===== src/rtl/countdown_timer_pkg.sv =====
// Shared types and constants for the ticket-sale countdown timer.
// State encoding, LED patterns and the packed-BCD zero value.
package countdown_timer_pkg;

  typedef enum logic [1:0] {
    IDLE  = 2'd0,
    RUN   = 2'd1,
    PAUSE = 2'd2,
    DONE  = 2'd3
  } state_t;

  localparam logic [7:0] LED_OFF   = 8'hFF;
  localparam logic [7:0] LED_FIRST = 8'hFE;
  localparam logic [7:0] LED_ON    = 8'h00;
  localparam logic [7:0] BCD_ZERO  = 8'h00;

endpackage


===== src/rtl/countdown_timer_bcd_dec2.sv =====
// Combinational 2-digit packed-BCD decrementer with a digit-validity flag.
// 00 wraps to 99; o_valid is high when both nibbles are 0..9.
module bcd_dec2 (
  input  logic [7:0] i_bcd,
  output logic [7:0] o_dec,
  output logic       o_valid
);

  logic [3:0] w_tens;
  logic [3:0] w_ones;

  assign w_tens  = i_bcd[7:4];
  assign w_ones  = i_bcd[3:0];
  assign o_valid = (w_tens <= 4'd9) && (w_ones <= 4'd9);

  always_comb begin
    // NOTE: every output gets a value on every path so no latch is inferred.
    o_dec = i_bcd;
    if (w_ones == 4'd0) begin
      o_dec[3:0] = 4'd9;
      o_dec[7:4] = (w_tens == 4'd0) ? 4'd9 : w_tens - 4'd1;
    end else begin
      o_dec[3:0] = w_ones - 4'd1;
    end
  end

endmodule


===== src/rtl/countdown_timer.sv =====
// Ticket-sale countdown clocked by the 1 Hz divided clock: BCD seconds,
// warn/timeout flags and an active-low LED pattern. Option: COUNTDOWN_BLINK_EN.
module countdown_timer
  import countdown_timer_pkg::*;
#(
  parameter logic [7:0] INIT_SEC = 8'h30,
  parameter logic [7:0] WARN_SEC = 8'h05
) (
  input  logic       clk1h,
  input  logic       rst,
  input  logic       start,
  input  logic       hold,
  input  logic       clr,
  input  logic       load_en,
  input  logic [7:0] load_bcd,
  output logic [3:0] sec_tens,
  output logic [3:0] sec_ones,
  output logic       busy,
  output logic       warn,
  output logic       timeout,
  output logic [7:0] led
);

  state_t     r_state;
  logic [7:0] r_preset;
  logic [7:0] r_count;
  logic       r_timeout;
  logic [7:0] r_led;

  logic [7:0] w_dec_in;
  logic [7:0] w_dec;
  logic       w_dec_valid;

  // In IDLE the decrementer only serves as the load-value validity check.
  assign w_dec_in = (r_state == IDLE) ? load_bcd : r_count;

  bcd_dec2 u_dec (
    .i_bcd   (w_dec_in),
    .o_dec   (w_dec),
    .o_valid (w_dec_valid)
  );

  always_ff @(posedge clk1h or negedge rst) begin
    if (!rst) begin
      r_state   <= IDLE;
      r_preset  <= INIT_SEC;
      r_count   <= INIT_SEC;
      r_timeout <= 1'b0;
      r_led     <= LED_OFF;
    end else begin
      // NOTE: non-blocking assignments so every register samples pre-edge values.
      r_timeout <= 1'b0;
      if (clr) begin
        r_state <= IDLE;
        r_count <= r_preset;
        r_led   <= LED_OFF;
      end else if (start) begin
        r_count <= r_preset;
        if (r_preset == BCD_ZERO) begin
          r_state   <= DONE;
          r_timeout <= 1'b1;
          r_led     <= LED_ON;
        end else begin
          r_state <= RUN;
          r_led   <= LED_FIRST;
        end
      end else begin
        case (r_state)
          IDLE: begin
            if (load_en && w_dec_valid) begin
              r_preset <= load_bcd;
              r_count  <= load_bcd;
            end else begin
              r_count <= r_preset;
            end
          end
          RUN: begin
            if (hold) begin
              r_state <= PAUSE;
            end else begin
              r_count <= w_dec;
              if (w_dec == BCD_ZERO) begin
                r_state   <= DONE;
                r_timeout <= 1'b1;
                r_led     <= LED_ON;
              end else begin
                r_led <= {r_led[0], r_led[7:1]};
              end
            end
          end
          PAUSE: begin
            if (!hold) r_state <= RUN;
          end
          DONE: begin
`ifdef COUNTDOWN_BLINK_EN
            r_led <= ~r_led;
`else
            r_led <= LED_ON;
`endif
          end
          default: r_state <= IDLE;
        endcase
      end
    end
  end

  assign sec_tens = r_count[7:4];
  assign sec_ones = r_count[3:0];
  assign busy     = (r_state == RUN) || (r_state == PAUSE);
  assign warn     = busy && (r_count <= WARN_SEC);
  assign timeout  = r_timeout;
  assign led      = r_led;

endmodule

===== config.mk =====
export PLATFORM = sky130hd
export DESIGN_NAME = countdown_timer
export DESIGN_NICKNAME = d
export VERILOG_FILES = /design/src/rtl/countdown_timer_pkg.sv /design/src/rtl/countdown_timer_bcd_dec2.sv /design/src/rtl/countdown_timer.sv
export SDC_FILE = /design/constraint.sdc
export NUM_CORES = 1
export LEC_CHECK = 0
export ABC_AREA = 1
export BUFFER_PORTS_ARGS = -buffer_cell sky130_fd_sc_hd__clkbuf_2
export CAP_MARGIN = 15
export CORE_ASPECT_RATIO = 1.1
export CORE_MARGIN = 2
export CORE_UTILIZATION = 45
export CTS_CLUSTER_SIZE = 25
export DETAILED_ROUTE_END_ITERATION = 16
export GPL_ROUTABILITY_DRIVEN = 0
export PLACE_DENSITY = 0.66
export SLEW_MARGIN = 10
export SYNTH_ARGS = -nofsm -noshare
export SYNTH_HDL_FRONTEND = slang
export SYNTH_HIERARCHICAL = 1
export SYNTH_SLANG_ARGS = --single-unit
export TNS_END_PERCENT = 1

===== constraint.sdc =====
create_clock -name clk1h -period 3 [get_ports clk1h]
set_input_delay 0.6 -clock clk1h [delete_from_list [all_inputs] [get_ports clk1h]]
set_output_delay 0.6 -clock clk1h [all_outputs]
set_load 0.005 [all_outputs]

**After elaboration in Yosys (flattened, before gate mapping)**

Cells that the tools add are included.

- Add/sub/neg operators: 2
- Order comparisons: 3
- Equality and inequality tests: 6
- Muxes and demuxes: 28
- Bitwise operators: 2
- Reductions and logical operators: 16

Operators by type and width:

| operator | number |
|---|---|
| $mux W8 | 10 |
| $pmux W8 S2 | 2 |
| $logic_not A8 Y1 | 2 |
| $mux W2 | 6 |
| $mux W4 | 3 |
| $reduce_bool A4 Y1 | 3 |
| $le A4 B4 Y1 const B | 2 |
| $le A8 B3 Y1 const B | 1 |
| $logic_not A4 Y1 | 2 |
| $ne A4 B4 Y1 const B | 2 |
| $sub A4 B1 Y4 const B | 2 |
| $mux W1 | 6 |
| $reduce_and A3 Y1 | 2 |
| $ne A5 B5 Y1 const B | 1 |
| $eq A2 B2 Y1 const B | 2 |
| $pmux W2 S2 | 1 |
| $reduce_and A2 Y1 | 2 |
| $logic_and A1 B1 Y1 | 3 |
| $eq A2 B1 Y1 const B | 1 |
| $logic_not A2 Y1 | 1 |
| $not A1 Y1 | 2 |
| $logic_or A1 B1 Y1 | 1 |

- Register bits: 27
- Input port bits: 14
- Output and inout bits: 19
- Logic and storage cells: 62

**Longest topological paths before layout**

- Depth in word-level cells: 11
- Depth in mapped cells: 18
- Gate-level depth less buffers: 17

**By module**

The synthesis kept the hierarchy.

By module, submodules not included:

| module | instances | cells each | area an instance (µm²) | seq. area each (µm²) |
|---|---|---|---|---|
| countdown_timer | 1 | 242 | 1780.5 | 690.7 |
| bcd_dec2 | 1 | 44 | 205.2 | 0.0 |

**Worst setup path before layout**

OpenSTA, ideal clock, no wires.

- Path type: register -> register
- Start point: register r_state[0]
- End point: register r_count[0]
- Setup time: 0.130 ns
- Arrival time: 2.230 ns
- Data required time: 2.870 ns
- Setup slack: 0.639 ns
- Stages on the path, launching flop included: 13
- Path buffers: 2
- Period minus slack after synthesis: 2.361 ns
- Path through: dfrtp_1 inv_1 ha_1 clkbuf_1 o21ai_0 inv_1 a21oi_1 nor2_1 nand2_1 buf_2 o21ai_0 o211ai_1 nand3_1

- Longest elaborated chain between the ends: 9
- Elaborated cells between the ends (all ways): 18
- Those cells by class: 1 x add/sub; 2 x order compare; 2 x eq/ne; 7 x mux; 6 x reduce/logical

Ends and longest elaborated chain:

| element | RTL line | source |
|---|---|---|
| from (decl) | countdown_timer.sv:24 | `state_t r_state;` |
| from (signal assigned) | countdown_timer.sv:45 | `r_state <= IDLE;` |
| from (signal assigned) | countdown_timer.sv:54 | `r_state <= IDLE;` |
| from (signal assigned) | countdown_timer.sv:60 | `r_state <= DONE;` |
| $logic_not A2 Y1 | countdown_timer.sv:35 | `assign w_dec_in = (r_state == IDLE) ? load_bcd : r_count;` |
| $mux W8 | countdown_timer.sv:35 |  |
| net w_dec_in[5] | countdown_timer.sv:30 | `logic [7:0] w_dec_in;` |
| $le A4 B4 Y1 | countdown_timer_bcd_dec2.sv:14 | `assign o_valid = (w_tens <= 4'd9) && (w_ones <= 4'd9);` |
| $logic_and A1 B1 Y1 | countdown_timer_bcd_dec2.sv:14 |  |
| net w_dec_valid | countdown_timer.sv:32 | `logic w_dec_valid;` |
| $logic_and A1 B1 Y1 | countdown_timer.sv:70 | `if (load_en && w_dec_valid) begin` |
| $mux W8 | -- |  |
| $pmux W8 S2 | countdown_timer.sv:68 | `case (r_state)` |
| $mux W8 | countdown_timer.sv:57 | `end else if (start) begin` |
| $mux W8 | countdown_timer.sv:53 | `if (clr) begin` |
| to (signal assigned) | countdown_timer.sv:55 | `r_count <= r_preset;` |
| to (signal assigned) | countdown_timer.sv:58 | `r_count <= r_preset;` |
| to (signal assigned) | countdown_timer.sv:72 | `r_count <= load_bcd;` |
| to (decl) | countdown_timer.sv:26 | `logic [7:0] r_count;` |

The timed path passes the listed nets, and every way through them passes these cells. The select of a mux whose other input is x is not followed.
A chain may end at the register's enable or synchronous reset.

**Worst setup path after layout**

- Start point: register r_state[1]
- End point: register r_timeout (netlist: timeout)

- Elaborated cells between the ends (all ways): 16
- Those cells by class: 2 x add/sub; 1 x eq/ne; 9 x mux; 4 x reduce/logical

RTL lines:

| element | RTL line | source |
|---|---|---|
| $logic_not A2 Y1 (*) | countdown_timer.sv:35 |  |
| $mux W8 (*) | countdown_timer.sv:35 |  |
| net w_dec_in[0] | countdown_timer.sv:30 |  |
| $sub A4 B1 Y4 / $logic_not A4 Y1 (equally long branches) | countdown_timer_bcd_dec2.sv:23, countdown_timer_bcd_dec2.sv:19 |  |
| $mux W4 (*) | countdown_timer_bcd_dec2.sv:19 | `if (w_ones == 4'd0) begin` |
| net w_dec[0] | countdown_timer.sv:31 | `logic [7:0] w_dec;` |
| $logic_not A8 Y1 (*) | countdown_timer.sv:82 | `if (w_dec == BCD_ZERO) begin` |
| $mux W1 (*) | countdown_timer.sv:82 |  |
| $mux W1 (*) | countdown_timer.sv:78 | `if (hold) begin` |
| $mux W1 (*) | countdown_timer.sv:68 |  |
| $mux W1 (*) | countdown_timer.sv:57 |  |
| $mux W1 (*) | countdown_timer.sv:53 |  |
| to (signal assigned) | countdown_timer.sv:52 | `r_timeout <= 1'b0;` |
| to (signal assigned) | countdown_timer.sv:61 | `r_timeout <= 1'b1;` |
| to (signal assigned) | countdown_timer.sv:84 | `r_timeout <= 1'b1;` |
| to (decl) | countdown_timer.sv:27 | `logic r_timeout;` |

The timed path passes the listed nets; every way through them passes the cells marked *.

==> run_results.csv <==
group,metric,value,unit
outcome,status,"finished clean",
grt,met1_usage,0.2823,
clocking,cts_tree,"built",
clocking,clock_sinks,27,
grt,grt_pass1_vias,1705,
placement,place_area,2157,um^2
timing,worst_pin_slew,674.0,ps
timing,finalHoldViolations,0,
setup_path,worstPathRequired,3240,ps
routing,drt_iter0_drc,104,
timing,max_freq,388.0,MHz
clocking,clockBufferDepth,2,
synth,synthCells,286,
cells_and_area,layout_commonest_cell,"nand2_1",
setup_path,crit_type,"reg -> reg",
setup_path,path_max_fanout,16,
clocking,cts_root_buffer,"clkbuf_8",
synth,seq_area_frac_synth,0.3478,
flow_run,drv_cap,0,
cells_and_area,drive_above_1_share,0.2293,
synth,yosys_register_bits,27,
die,core_area,4285,um^2
synth,yosys_warnings,6,
timing,report.final.slew_viol_count,0,
setup_path,crit_arrival,2810,ps
routing,wire_per_inst,13.49,um
clocking,cts.clk_slew.worst_paths,100,ps
synth,synth_area,1986,um^2
clocking,cts-buffers-inserted,3,
die,die_h,73.67,um
placement,preCtsSetupSlack,303.2,ps
synth,syn_nets,304,
die,dieArea,4961,um^2
timing,fin_worst_skew,8.069,ps
synth,ys.flop_type,"dfrtp_1",
routing,via_count,1890,
timing,timing.final.ws_setup,422.8,ps
cells_and_area,areaGrowthSynthToFinish,11.22,%
synth,synth-edff-count,0,
clocking,post-cts-setup-buffer-count,0,
pwr,ir_worst_vdd,0.0003583,V
setup_path,startpoint_type,"flip-flop",
timing,fin_crit_sh,0.8591,
placement,io_buffers,32,
timing,relSlewSlack,0.5506,
cells_and_area,num_antenna_cells,0,
grt,grt.overflow.total,0,
timing,fin_setup_tns,0,ps
cells_and_area,final_nets,333,
routing,via_per_inst,5.136,
timing,holdWs,324.6,ps
grt,grt_first_pass_wirelength,7969,um
die,dieWidth,67.34,um
pwr,p_leak,1.103,nW
clocking,clock_latency,290,ps
routing,drcViolationCount,0,
die,start_util,0.4634,
timing,finalSetupViolations,0,
timing,rsz0062_at_grt,"no",
synth,synth.distinct_cells,35,
die,io_pins,33,
routing,wl,4966,um
grt,grt_use_total,0.2151,
placement,hpwl,3824,um
grt,gr-max-usage-layer,"met2",
die,fp-row-count,25,
timing,fin_crit,2577,ps
grt,antenna_found_initial,0,
grt,use_met2,0.3663,
routing,ant_nets,0,
hold_path,hold_class,"in -> async",
cells_and_area,fill_cells,451,
clocking,htree_levels,1,
synth,synthArstFlopShare,1.000,
grt,grt_start_max_net_pins,28,
cells_and_area,utilization,0.5153,
setup_path,critPathCaptureType,"flip-flop",
pwr,powerDensity,705.1,nW/um^2
synth,syn_area_per_cell,6.943,um^2
routing,first_pass_iters,4,
grt,grtUsageMet3,0.02603,
cells_and_area,final_cell_area,2208,um^2
cells_and_area,layout_common_cells,"60 x nand2_1, 59 x nor2_1, 32 x clkbuf_2",
path summary, 6_finish.rpt:
path / start / end / slack (ps) / cells after the start
max reg2reg: r_state[1]$_DFFE_PN0P_ / timeout$_DFF_PN0_ / 420 / 13
min in group clk1h: led[1]$_DFFE_PN1P_ / led[0]$_DFFE_PN1P_ / 520 / 2
max: r_state[1]$_DFFE_PN0P_ / timeout$_DFF_PN0_ / 420 / 13
min reg2reg: led[1]$_DFFE_PN1P_ / led[0]$_DFFE_PN1P_ / 520 / 2
min: rst / r_count[3]$_DFFE_PN0P_ / 320 / 1
max in group asynchronous: rst / r_count[6]$_DFFE_PN0P_ / 2240 / 1
layout make-up:
| cell class | instances | area, um^2 | area share |
|---|---|---|---|
| Clock buffer | 3 | 41.29 | 0.01870 |
| Multi-Input combinational cell | 215 | 1101 | 0.4986 |
| Clock inverter | 1 | 7.507 | 0.003399 |
| Tap cell | 54 | 67.56 | 0.03059 |
| Timing Repair Buffer | 32 | 160.2 | 0.07252 |
| Sequential cell | 27 | 690.7 | 0.3127 |
| Inverter | 36 | 140.1 | 0.06346 |
report_power, final:
part           switching, mW  internal (mW)
registers             0.0788          0.502
logic                  0.486          0.264
clock network          0.131         0.0949
total                  0.696          0.861
timing repair:
item	4_1_cts	5_1_grt
resized for setup	0	1
hold buffers	0	0
setup endpoints to repair	0	1
routing by layer:
metal  routed length [um]  up-vias  share of wire
li1                     -      977              -
met1                 2274      854           0.46
met2                 2370       54           0.48
met5                    0        -              0
met3                  253        5          0.051
met4                   68        0          0.014
metrics by stage:
stage	total power [mW]	instances
finish	1.557	368
global route	1.700	368
CTS	1.569	368
detailed placement	1.335	364
global placement	1.330	364
floorplan	1.125	286
flip-flops by register name, summed over array words and instances (netlist names):
signal	cells
r_preset	8
r_state	2
led	8
timeout	1
r_count	8
cells in the mapped netlist, types with 4 or more instances:
cell	instances	area (um^2)
inv_1	29	108.9
nand2_1	60	225.2
nor2_1	59	221.5
inv_2	4	15.01
ha_1	4	50.05
a21oi_1	7	35.03
o21ai_0	23	115.1
dfstp_2	12	315.3
nand3_1	25	125.1
nor2_4	4	45.04
o22ai_1	4	25.02
dfrtp_1	15	375.4
o211ai_1	6	45.04
kinds of logic after synthesis:
logic type	count (synthesis)	synth area share
adders and majority gates	4	0.02521
and+or+nand+nor	159	0.3636
AOI/OAI and AO/OA	51	0.1600
DFF	27	0.3478
xor gates and xnor gates	1	0.004412
buffers and inverters	44	0.09891
worst max-delay path: stages (launching register included):
cell	delay, ps
dfrtp_1	430
inv_1	100
ha_2	340
inv_1	140
o21ai_0	360
inv_2	110
nand2_1	100
o21ai_0	130
nor2_1	120
nand2_1	120
nor2_4	240
a21oi_1	90
or2_1	200
inv_1	60
(Power assumes the default switching activity.)
